--- src/rtl/cc_tag_wctl_pkg.sv ---
// Shared types and sizes for the tag-array write controller and its eviction FIFO.
package cc_tag_wctl_pkg;

    localparam int unsigned LINE_W         = 37;
    localparam int unsigned NUM_WAYS       = 8;
    localparam int unsigned FIFO_DEPTH_DEF = 4;
    localparam int unsigned HIT_CNT_W      = $clog2(NUM_WAYS + 1);

    typedef enum logic [1:0] {
        ST_INIT = 2'd0,
        ST_IDLE = 2'd1,
        ST_RESP = 2'd2
    } wctl_state_e;

    typedef enum logic {
        OP_INV  = 1'b0,
        OP_FILL = 1'b1
    } wctl_op_e;

endpackage

--- src/rtl/cc_exp_fifo.sv ---
// Eviction-address FIFO; pops only when non-empty, pushes only when a slot is free or being freed.
module cc_exp_fifo
    import cc_tag_wctl_pkg::*;
#(
    parameter int unsigned DEPTH = FIFO_DEPTH_DEF,
    parameter int unsigned WIDTH = LINE_W
) (
    input  logic                         clk,
    input  logic                         rst,
    input  logic                         push,
    input  logic [WIDTH-1:0]             push_data,
    input  logic                         pop,
    output logic                         full,
    output logic [$clog2(DEPTH+1)-1:0]   count,
    output logic [WIDTH-1:0]             head
);

    localparam int unsigned PTR_W = $clog2(DEPTH);
    localparam int unsigned CNT_W = $clog2(DEPTH + 1);

    logic [WIDTH-1:0] mem [DEPTH];
    logic [PTR_W-1:0] wptr;
    logic [PTR_W-1:0] rptr;
    logic             pop_ok;
    logic             push_ok;

    assign full    = (count == CNT_W'(DEPTH));
    assign pop_ok  = pop && (count != '0);
    assign push_ok = push && (!full || pop_ok);
    assign head    = mem[rptr];

    always_ff @(negedge clk) begin
        if (push_ok) begin
            mem[wptr] <= push_data;
        end
    end

    // Pointers wrap naturally because DEPTH is a power of two.
    always_ff @(negedge clk) begin
        if (!rst) begin
            wptr  <= '0;
            rptr  <= '0;
            count <= '0;
        end else begin
            if (push_ok) begin
                wptr <= wptr + PTR_W'(1);
            end
            if (pop_ok) begin
                rptr <= rptr + PTR_W'(1);
            end
            case ({push_ok, pop_ok})
                2'b10:   count <= count + CNT_W'(1);
                2'b01:   count <= count - CNT_W'(1);
                default: count <= count;
            endcase
        end
    end

endmodule

--- src/rtl/cc_tag_wctl.sv ---
// Tag-array write controller: init walk, invalidate and fill sequencing, victim capture into the eviction FIFO.
module cc_tag_wctl
    import cc_tag_wctl_pkg::*;
#(
    parameter int unsigned IDX_BITS   = 7,
    parameter int unsigned FIFO_DEPTH = FIFO_DEPTH_DEF
) (
    input  logic                         clk,
    input  logic                         rst,
    input  logic                         init_req,
    input  logic                         inv_valid,
    output logic                         inv_ready,
    input  logic [LINE_W-1:0]            inv_paddr,
    input  logic                         fill_valid,
    output logic                         fill_ready,
    input  logic [LINE_W-1:0]            fill_paddr,
    output logic [LINE_W-1:0]            tag_write_phys_addr,
    output logic                         tag_write_wen,
    output logic                         tag_invalidate,
    output logic                         tag_init,
    input  logic [NUM_WAYS-1:0]          tag_write_hit,
    input  logic [NUM_WAYS-1:0]          tag_exp_en,
    input  logic [NUM_WAYS*LINE_W-1:0]   tag_expun_addr,
    output logic                         exp_valid,
    input  logic                         exp_ready,
    output logic [LINE_W-1:0]            exp_paddr,
    output logic                         inv_hit,
    output logic                         way_err,
    output logic                         busy
);

    localparam int unsigned FIFO_CNT_W = $clog2(FIFO_DEPTH + 1);
    localparam logic [IDX_BITS-1:0] IDX_LAST = '1;

    wctl_state_e            state;
    wctl_state_e            state_nxt;
    wctl_op_e               op;
    logic [IDX_BITS-1:0]    idx;
    logic [HIT_CNT_W-1:0]   hit_cnt;
    logic [LINE_W-1:0]      sel_addr;
    logic                   sel_en;
    logic                   resp_commit;
    logic                   fifo_push;
    logic                   fifo_pop;
    logic                   fifo_full;
    logic [FIFO_CNT_W-1:0]  fifo_count;

    always_ff @(negedge clk) begin
        if (!rst) begin
            state <= ST_INIT;
        end else begin
            state <= state_nxt;
        end
    end

    // Everything is held quiet while reset is low so no strobe reaches the arrays.
    always_comb begin
        state_nxt           = state;
        inv_ready           = 1'b0;
        fill_ready          = 1'b0;
        tag_init            = 1'b0;
        tag_invalidate      = 1'b0;
        tag_write_wen       = 1'b0;
        tag_write_phys_addr = '0;
        if (rst) begin
            case (state)
                ST_INIT: begin
                    tag_init            = 1'b1;
                    tag_write_phys_addr = LINE_W'(idx);
                    if (idx == IDX_LAST) begin
                        state_nxt = ST_IDLE;
                    end
                end
                ST_IDLE: begin
                    if (init_req) begin
                        state_nxt = ST_INIT;
                    end else begin
                        inv_ready  = 1'b1;
                        fill_ready = !inv_valid && !fifo_full;
                        if (inv_valid) begin
                            tag_invalidate      = 1'b1;
                            tag_write_phys_addr = inv_paddr;
                            state_nxt           = ST_RESP;
                        end else if (fill_valid && !fifo_full) begin
                            tag_write_wen       = 1'b1;
                            tag_write_phys_addr = fill_paddr;
                            state_nxt           = ST_RESP;
                        end
                    end
                end
                ST_RESP: begin
                    state_nxt = init_req ? ST_INIT : ST_IDLE;
                end
                default: begin
                    state_nxt = ST_INIT;
                end
            endcase
        end
    end

    assign busy = (state != ST_IDLE);

    // Walk index restarts from zero on every entry into INIT.
    always_ff @(negedge clk) begin
        if (!rst) begin
            idx <= '0;
            op  <= OP_INV;
        end else begin
            idx <= (state == ST_INIT) ? idx + IDX_BITS'(1) : '0;
            if (tag_invalidate || tag_write_wen) begin
                op <= tag_write_wen ? OP_FILL : OP_INV;
            end
        end
    end

    // Popcount and hit-way victim select.
    always_comb begin
        hit_cnt  = '0;
        sel_addr = '0;
        sel_en   = 1'b0;
        for (int unsigned w = 0; w < NUM_WAYS; w++) begin
            hit_cnt = hit_cnt + HIT_CNT_W'(tag_write_hit[w]);
            if (tag_write_hit[w]) begin
                sel_addr = tag_expun_addr[w*LINE_W +: LINE_W];
                sel_en   = tag_exp_en[w];
            end
        end
    end

    assign resp_commit = rst && (state == ST_RESP) && !init_req;
    assign fifo_push   = resp_commit && (op == OP_FILL) && (hit_cnt == HIT_CNT_W'(1)) && sel_en;
    assign fifo_pop    = exp_valid && exp_ready;
    assign exp_valid   = (fifo_count != '0);

    always_ff @(negedge clk) begin
        if (!rst) begin
            inv_hit <= 1'b0;
            way_err <= 1'b0;
        end else begin
            inv_hit <= resp_commit && (op == OP_INV) && (|tag_write_hit);
            way_err <= resp_commit && (op == OP_FILL) && (hit_cnt != HIT_CNT_W'(1));
        end
    end

    cc_exp_fifo #(
        .DEPTH (FIFO_DEPTH),
        .WIDTH (LINE_W)
    ) u_exp_fifo (
        .clk       (clk),
        .rst       (rst),
        .push      (fifo_push),
        .push_data (sel_addr),
        .pop       (fifo_pop),
        .full      (fifo_full),
        .count     (fifo_count),
        .head      (exp_paddr)
    );

endmodule

--- config.mk ---
export PLATFORM = sky130hd
export DESIGN_NAME = cc_tag_wctl
export DESIGN_NICKNAME = d
export VERILOG_FILES = /design/src/rtl/cc_tag_wctl_pkg.sv /design/src/rtl/cc_exp_fifo.sv /design/src/rtl/cc_tag_wctl.sv
export SDC_FILE = /design/constraint.sdc
export NUM_CORES = 1
export LEC_CHECK = 0
export ABC_AREA = 1
export CORE_AREA = 2 2 187 189
export CTS_BUF_LIST = sky130_fd_sc_hd__clkbuf_4 sky130_fd_sc_hd__clkbuf_8 sky130_fd_sc_hd__clkbuf_16
export DETAILED_ROUTE_END_ITERATION = 8
export DIE_AREA = 0 0 189 191
export PLACE_DENSITY = 0.61
export SYNTH_ARGS = -nofsm -noshare
export SYNTH_HDL_FRONTEND = slang
export SYNTH_SLANG_ARGS = --single-unit
--- constraint.sdc ---
create_clock -name clk -period 8.08 [get_ports clk]
set_input_delay 1.616 -clock clk [delete_from_list [all_inputs] [get_ports clk]]
set_output_delay 1.616 -clock clk [all_outputs]
set_load 0.02 [all_outputs]
==> impl_results.md, run 1 <==
- Status: finished with violations
- Violated checks: setup timing
- Slew @ Worst Pin: 798 ps
- TritonRoute pass-1 iters: 5
- #FFs+latches synth: 169
- Multi-input logic area: 4520 um2
- Gate Count Post-Synth: 1,180
- Most frequent cell after synthesis: nand2_1
- First-pass GRT wire length: 67.0 mm
- CTS tree: built
- Final setup margin: -790 ps
- Largest net degree at the start of global routing: 76
- Clk root buf: clkbuf_16
- Worst setup path startpoint: tag_write_hit[0]
- Syn_area_per_cell: 8.38 um2
- Post-DRT Antenna Nets: 0
- Area growth syn-to-layout: 71.9%
- Largest area contributor in the netlist: edfxtp_1
- Startpoint types: input port
- Ys flop type: edfxtp_1
- Flop pwr share: 34.6%
- Initial antenna violation count: 2
- Setup Crit Path Kind: input port to flip-flop
- Final HPWL DP: 35.8 mm
- Routed length per instance: 20.7 um
- Final core utilization: 49.8%
- DRC violations left: 0
- Final setup viols: 153
- Vias in the first global route: 11,100
- Post-synthesis net count: 1,587
- Inserted Clock Buffers: 17
- Sw Share: 34.8%
- CP arrival: 5000 ps
- RR Startpoint: u_exp_fifo.count[0]$_SDFFE_NN0P_
- Top cell type's share of synthesized area: 44.9%
- Boundary Pins: 475
- Sequential fraction of the synthesis area: 49.2%
- Final instance area: 17,000 um2
- Post-DR vias/cell: 4.93
- Pre-CTS WS: -1870 ps
- Worst hold path type: flip-flop to flip-flop
- Internal power: 0.00184 W
- Die X: 189 um
- LEAKAGE: 7.19 nW
- Slowest cell on the critical path: fa_2
- Max H-tree Level: 4
- Worst setup EP type: flip-flop
- Routed WL: 47.4 mm
- DIE AREA: 36,100 um2
- Slowest Stage Delay on Critical Path: 600 ps
- Register area: 4870 um2
- Power, Total: 0.00282 W
- Area of the core: 34,100 um2
- Netlist cell types: 37
- Total gr overflow: 0
- WHS: 417 ps
- Gpl congestion: 0.929
- Starting Density: 29.0%
- DP Area: 15,300 um2
- Yosys warnings: 0
- Psw: 0.000980 W
- Crit path to: u_exp_fifo.mem[1][14]$_DFFE_NP_
- FF-to-FF path depth: 12
- Fillcell total: 3,227
- Max_cap viols: 0
- Final hold vios: 0
- Synth cell count leaders: 294 x nand2_1, 174 x nor2_1, 148 x edfxtp_1, 87 x a21oi_1, 83 x o21ai_0
- Clock insertion delay at the later pin of the skew report: 470 ps
- Largest cells by area after synthesis: edfxtp_1 45%, nand2_1 11%, nor2_1 6.6%, o211ai_1 5.6%, a21oi_1 4.4%
- Reg clk slew, reported paths: 30 ps
- Post-Syn Area: 9890 um2
- Max_slew headroom: 46.8%
- EDFF count, synth: 148
- Pwr per Cell Area: 166 nW/um2
- Final Max Tran Viols: 0
- Initial DRC count: 771
- Combinational Power Share: 23.1%
- Crit-path cells: buf_8, inv_4, fa_2, fa_1, fa_1, inv_2, ha_4, inv_2, fa_2, o2111ai_4, nor2_4, nand2_4, buf_4, nor2_4, buf_12, clkbuf_16
- Clk sinks: 169
- Worst r2r dst: u_exp_fifo.count[2]$_SDFFE_NN0P_
- # rows: 68
- RSZ-0062 raised after global routing: yes
- Clock Skews: 20.9 ps
- Vias: 11,300
- GR Util All Layers: 24.9%
- Post-synth ARST share: 0%
- IO Port Bufs: 474
- Maximum root-to-sink buffer count: 2
- Hold-fix buffers, CTS: 0
- Clk pwr share: 42.3%
- Fraction of layout cells with a size suffix above 1: 8.23%
- Peak supply drop: 0.000137 V
- Layout Nets: 2,228
- CP required: 4210 ps
- Die H: 191 um
- Worst-path maximum fanout: 9
- Flop2flop setup slack: 6010 ps
worst max-delay path: cells and delay by family:
family                     cells  cell delay, ps
AOI/OAI and AO/OA              1             120
adders and majority gates      5            2200
buffers and inverters          7             740
and+or+nand+nor                3             330
flip-flops by register name (all words and copies together), names as in the netlist, named ones only:
signal,flops
u_exp_fifo.rptr,2
op,1
u_exp_fifo.count,3
u_exp_fifo.wptr,2
idx,7
way_err,1
state,2
u_exp_fifo.mem,148
inv_hit,1
power by group through the flow:
stage / clock network [W] / registers (W) / logic [W]
after CTS: 0.00123 / 0.000975 / 0.000648
after floorplan: 0.000125 / 0.000985 / 0.000265
after global placement: 0.000125 / 0.000987 / 0.000617
after global routing: 0.00132 / 0.000974 / 0.000700
final: 0.00119 / 0.000976 / 0.000650
after detailed placement: 0.000125 / 0.000987 / 0.000624
worst min-delay path by stage:
stage                         start            endpoint  depth (start not counted)
global route        op$_SDFFE_NN0P_  inv_hit$_SDFF_NN0_                          1
floorplan           op$_SDFFE_NN0P_  inv_hit$_SDFF_NN0_                          1
global placement    op$_SDFFE_NN0P_  inv_hit$_SDFF_NN0_                          1
CTS                 op$_SDFFE_NN0P_  inv_hit$_SDFF_NN0_                          1
finish              op$_SDFFE_NN0P_  inv_hit$_SDFF_NN0_                          1
detailed placement  op$_SDFFE_NN0P_  inv_hit$_SDFF_NN0_                          1
layout by cell type (no fill, tap or decap), types with 7 or more instances in the layout:
| master | netlist | layout |
|---|---|---|
| clkdlybuf4s50_1 | 0 | 437 |
| nand2_1 | 294 | 293 |
| inv_1 | 40 | 200 |
| nor2_1 | 174 | 170 |
| edfxtp_1 | 148 | 148 |
| a21oi_1 | 87 | 85 |
| o21ai_0 | 83 | 80 |
| o211ai_1 | 74 | 74 |
| nand3_1 | 48 | 48 |
| buf_4 | 5 | 37 |
| o22ai_1 | 37 | 36 |
| a22o_1 | 30 | 30 |
| dlygate4sd2_1 | 0 | 27 |
| clkbuf_16 | 0 | 24 |
| dfxtp_1 | 21 | 20 |
| buf_12 | 0 | 15 |
| inv_2 | 6 | 9 |
| ha_1 | 10 | 8 |
| nor2_4 | 3 | 7 |
| a22oi_1 | 7 | 7 |
area by class of cell:
cell class / count / area share [%]
antenna: 1 / 0.0147
clock buffer: 17 / 2.50
clock inverter: 184 / 4.96
inverter: 47 / 1.25
multi-input combinational: 877 / 26.6
sequential: 169 / 28.6
tap: 455 / 3.35
timing repair buffer: 540 / 32.7
repair_timing:
action | CTS | global route
setup endpoints to repair | 185 | 163
buffers inserted | 9 | 5
cloned | 0 | 7
pin swaps | 12 | 14
resized for setup | 64 | 12
layer usage:
metal | global-route usage, % | up-vias | wire length [um]
met4 | 8.02 | 2 | 750
li1 | - | 5424 | -
met5 | 0 | - | 13
met1 | 29.1 | 5391 | 18500
met2 | 45.1 | 438 | 25500
met3 | 5.49 | 43 | 2610
stage by stage:
step,cells,TNS [ps]
after detailed placement,2068,-264480
after CTS,2277,-115490
after global placement,2068,-258690
final,2290,-111040
after floorplan,1180,-188600
after global routing,2290,-126390
kinds of logic after synthesis:
kind of cell | count (synthesis) | share of synthesized area [%]
and+or+nand+nor | 539 | 22.2
AOI/OAI and AO/OA | 323 | 20.2
DFF | 169 | 49.2
buffers and inverters | 134 | 6.15
adders and majority gates | 15 | 2.28
Power figures use the tool's default switching activity.
==> inputs of run 2 (changes only) <==
--- a/config.mk
+++ b/config.mk
@@ -11,6 +11,7 @@
 export DETAILED_ROUTE_END_ITERATION = 8
 export DIE_AREA = 0 0 189 191
 export PLACE_DENSITY = 0.61
+export SLEW_MARGIN = 20
 export SYNTH_ARGS = -nofsm -noshare
 export SYNTH_HDL_FRONTEND = slang
 export SYNTH_SLANG_ARGS = --single-unit
==> results of run 2 <==
Same layout as run 1: the final DEF is identical, and so are final timing and power.
==> inputs of run 3 (changes only) <==
--- a/config.mk
+++ b/config.mk
@@ -11,6 +11,7 @@
 export DETAILED_ROUTE_END_ITERATION = 8
 export DIE_AREA = 0 0 189 191
 export PLACE_DENSITY = 0.61
+export REMOVE_ABC_BUFFERS = 1
 export SLEW_MARGIN = 20
 export SYNTH_ARGS = -nofsm -noshare
 export SYNTH_HDL_FRONTEND = slang
==> impl_results.md, run 3 (synthesis results as in run 1) <==
- Status: finished with violations
- Violated checks: setup timing
- RSZ-0062 raised after global routing: yes
- Pwr per Cell Area: 163 nW/um2 (-2.0%)
- Min-Delay Path Depth: 1 (unchanged)
- CTS tree: built
- Setup Crit Path Kind: input port to flip-flop
- Vias: 11,200 (-0.90%)
- Starting Density: 29.0% (unchanged)
- CP delay by family, top: adder cells
- Worst-path maximum fanout: 8 (-1)
- Commonest non-fill, non-tap cells in the layout: 432 x clkdlybuf4s50_1, 293 x nand2_1, 199 x inv_1
- Fin cells: 2,287 (-0.13%)
- Peak supply drop: 0.000193 V (+41%)
- Clk root buf: clkbuf_16
- RR Startpoint: u_exp_fifo.count[0]$_SDFFE_NN0P_
- Commonest non-fill, non-tap cell in the layout: clkdlybuf4s50_1
- Area of the core: 34,100 um2 (unchanged)
- Hold-fix buffers, CTS: 0 (unchanged)
- CP required: 4210 ps (about the same)
- Max H-tree Level: 4 (unchanged)
- Max_slew headroom: 32.5% (-14 points)
- Flop2flop setup slack: 5870 ps (-140 ps)
- Pre-CTS WS: -1890 ps (-26.2 ps)
- Clk sinks: 169 (unchanged)
- Largest registers: u_exp_fifo.mem x148, idx x7, u_exp_fifo.count x3
- GR Util All Layers: 24.0% (-0.87 points)
- LEAKAGE: 7.31 nW (+1.6%)
- Ant diodes: 0 (-1)
- Boundary Pins: 475 (unchanged)
- Die X: 189 um (unchanged)
- Sw Share: 34.1% (-0.62 points)
- Flop pwr share: 35.5% (+0.9 points)
- Largest net degree at the start of global routing: 76 (unchanged)
- Worst hold path type: flip-flop to flip-flop
- Final hold vios: 0 (unchanged)
- FF-to-FF path depth: 13 (+1)
- Fillcell total: 3,243 (+0.50%)
- Max_cap viols: 0 (unchanged)
- IO Port Bufs: 474 (unchanged)
- Area growth syn-to-layout: 70.9%
- Crit path to: u_exp_fifo.mem[3][15]$_DFFE_NP_
- Routed length per instance: 20.1 um (-2.7%)
- Worst setup EP type: flip-flop
- Total gr overflow: 0 (unchanged)
- Largest Register: u_exp_fifo.mem
- Gpl congestion: 0.906 (-2.5%)
- Most frequent CP cell: fa_1
- Stages on the worst setup path: 16 (unchanged)
- Routed WL: 46.0 mm (-2.9%)
- Worst setup path startpoint: tag_write_hit[3]
- Final HPWL DP: 32.5 mm (-9.3%)
- Initial DRC count: 600 (-22%)
- Clock insertion delay at the later pin of the skew report: 480 ps (about the same)
- DRC violations left: 0 (unchanged)
- Inserted Clock Buffers: 17 (unchanged)
- Psw: 0.000938 W (-4.3%)
- Buffers & Inverters on Critical Path: 7 (unchanged)
- Slowest Stage Delay on Critical Path: 540 ps (-60 ps)
- Maximum root-to-sink buffer count: 2 (unchanged)
- First-pass GRT wire length: 64.6 mm (-3.6%)
- Slew @ Worst Pin: 1010 ps (+212 ps)
- Startpoint types: input port
- Clk pwr share: 41.1% (-1.2 points)
- Post-DR vias/cell: 4.90 (-0.77%)
- Final setup margin: -746 ps (+43.5 ps)
- Final Max Tran Viols: 0 (unchanged)
- TritonRoute pass-1 iters: 5 (unchanged)
- Die H: 191 um (unchanged)
- Max FFs per register: 148 (unchanged)
- Vias in the first global route: 11,700 (+5.0%)
- Initial antenna violation count: 0 (-2)
- Clock Skews: 27.9 ps (+6.98 ps)
- Crit-path cells: buf_8, inv_4, fa_1, fa_1, fa_1, inv_1, ha_2, inv_2, fa_2, o2111ai_4, nor2_4, nand2_4, buf_4, nor2_4, buf_12, clkbuf_16
- Fraction of layout cells with a size suffix above 1: 8.52% (+0.28 points)
- Placed cell count: 2,072 (+0.19%)
- Post-DRT Antenna Nets: 0 (unchanged)
- # rows: 68 (unchanged)
- Final setup viols: 153 (unchanged)
- CP arrival: 4950 ps (-50 ps)
- WHS: 428 ps (+11.0 ps)
- DIE AREA: 36,100 um2 (unchanged)
- Layout Nets: 2,227 (-0.045%)
- Worst r2r dst: u_exp_fifo.count[2]$_SDFFE_NN0P_
- Internal power: 0.00181 W (-1.7%)
- Slowest cell on the critical path: fa_1
- Reg clk slew, reported paths: 30 ps (about the same)
- Combinational Power Share: 23.4% (+0.3 points)
- Final core utilization: 49.5% (-0.30 points)
==> run 3: changes by cell type in the layout (fill, tap and decap cells not counted), sizes merged, moves of 4 or more <==
cell           change
buf                +4
dlymetal6s2s      +12
dlygate4sd2       -11
clkdlybuf4s50      -5
==> run 3: layout make-up <==
class | count | area [um2] | share of cell area, %
Clock buffer | 17 | 425 | 2.52
Inverter | 47 | 209 | 1.24
Sequential cell | 169 | 4870 | 28.8
Multi-Input combinational cell | 877 | 4510 | 26.7
Timing Repair Buffer | 539 | 5540 | 32.8
Tap cell | 455 | 569 | 3.37
Clock inverter | 183 | 774 | 4.58
==> run 3: worst min path at each step <==
stage                                from                 end  slack [ps]
after floorplan           op$_SDFFE_NN0P_  inv_hit$_SDFF_NN0_         400
after global placement    op$_SDFFE_NN0P_  inv_hit$_SDFF_NN0_         410
after detailed placement  op$_SDFFE_NN0P_  inv_hit$_SDFF_NN0_         420
after CTS                 op$_SDFFE_NN0P_  inv_hit$_SDFF_NN0_         430
after global routing      op$_SDFFE_NN0P_  inv_hit$_SDFF_NN0_         440
final                     op$_SDFFE_NN0P_  inv_hit$_SDFF_NN0_         430
==> run 3: worst register-to-register path, stage by stage, from the launching register on <==
cell,delay (ps)
dfxtp_1,360
nor3_2,330
buf_4,190
nand2_1,70
o211ai_2,100
nor2_4,60
nand2_4,70
ha_4,120
inv_2,40
fa_2,350
a21oi_2,160
o21ai_2,70
o21ai_1,110
a21oi_1,50
==> run 3: repair_timing <==
action | 4_1_cts | 5_1_grt
setup buffers | 3 | 5
resized for setup | 64 | 24
setup endpoints to repair | 188 | 172
gates cloned | 0 | 8
pin swaps | 13 | 6
==> run 3: metal layers <==
layer	up-vias	routed length [um]	GRT usage (%)
met4	0	1260	10.8
met1	5208	18200	26.1
met2	505	23400	43.6
li1	5421	-	-
met3	62	3180	6.41
met5	-	0	0
==> run 3: power groups by stage <==
| stage | Sequential (W) | Combinational (W) | Clock, W |
|---|---|---|---|
| floorplan | 0.000994 | 0.000220 | 0.000125 |
| global placement | 0.000987 | 0.000612 | 0.000125 |
| detailed placement | 0.000987 | 0.000618 | 0.000125 |
| CTS | 0.000976 | 0.000645 | 0.00116 |
| global route | 0.000975 | 0.000693 | 0.00125 |
| finish | 0.000976 | 0.000642 | 0.00113 |
==> run 3: metrics by stage <==
stage	TNS (ps)	total power, W	area, um2
final	-107750	0.00275	16900
after global routing	-121370	0.00292	16900
after detailed placement	-269850	0.00173	15300
after CTS	-110940	0.00278	16600
after global placement	-263750	0.00172	15300
after floorplan	-394000	0.00134	9460
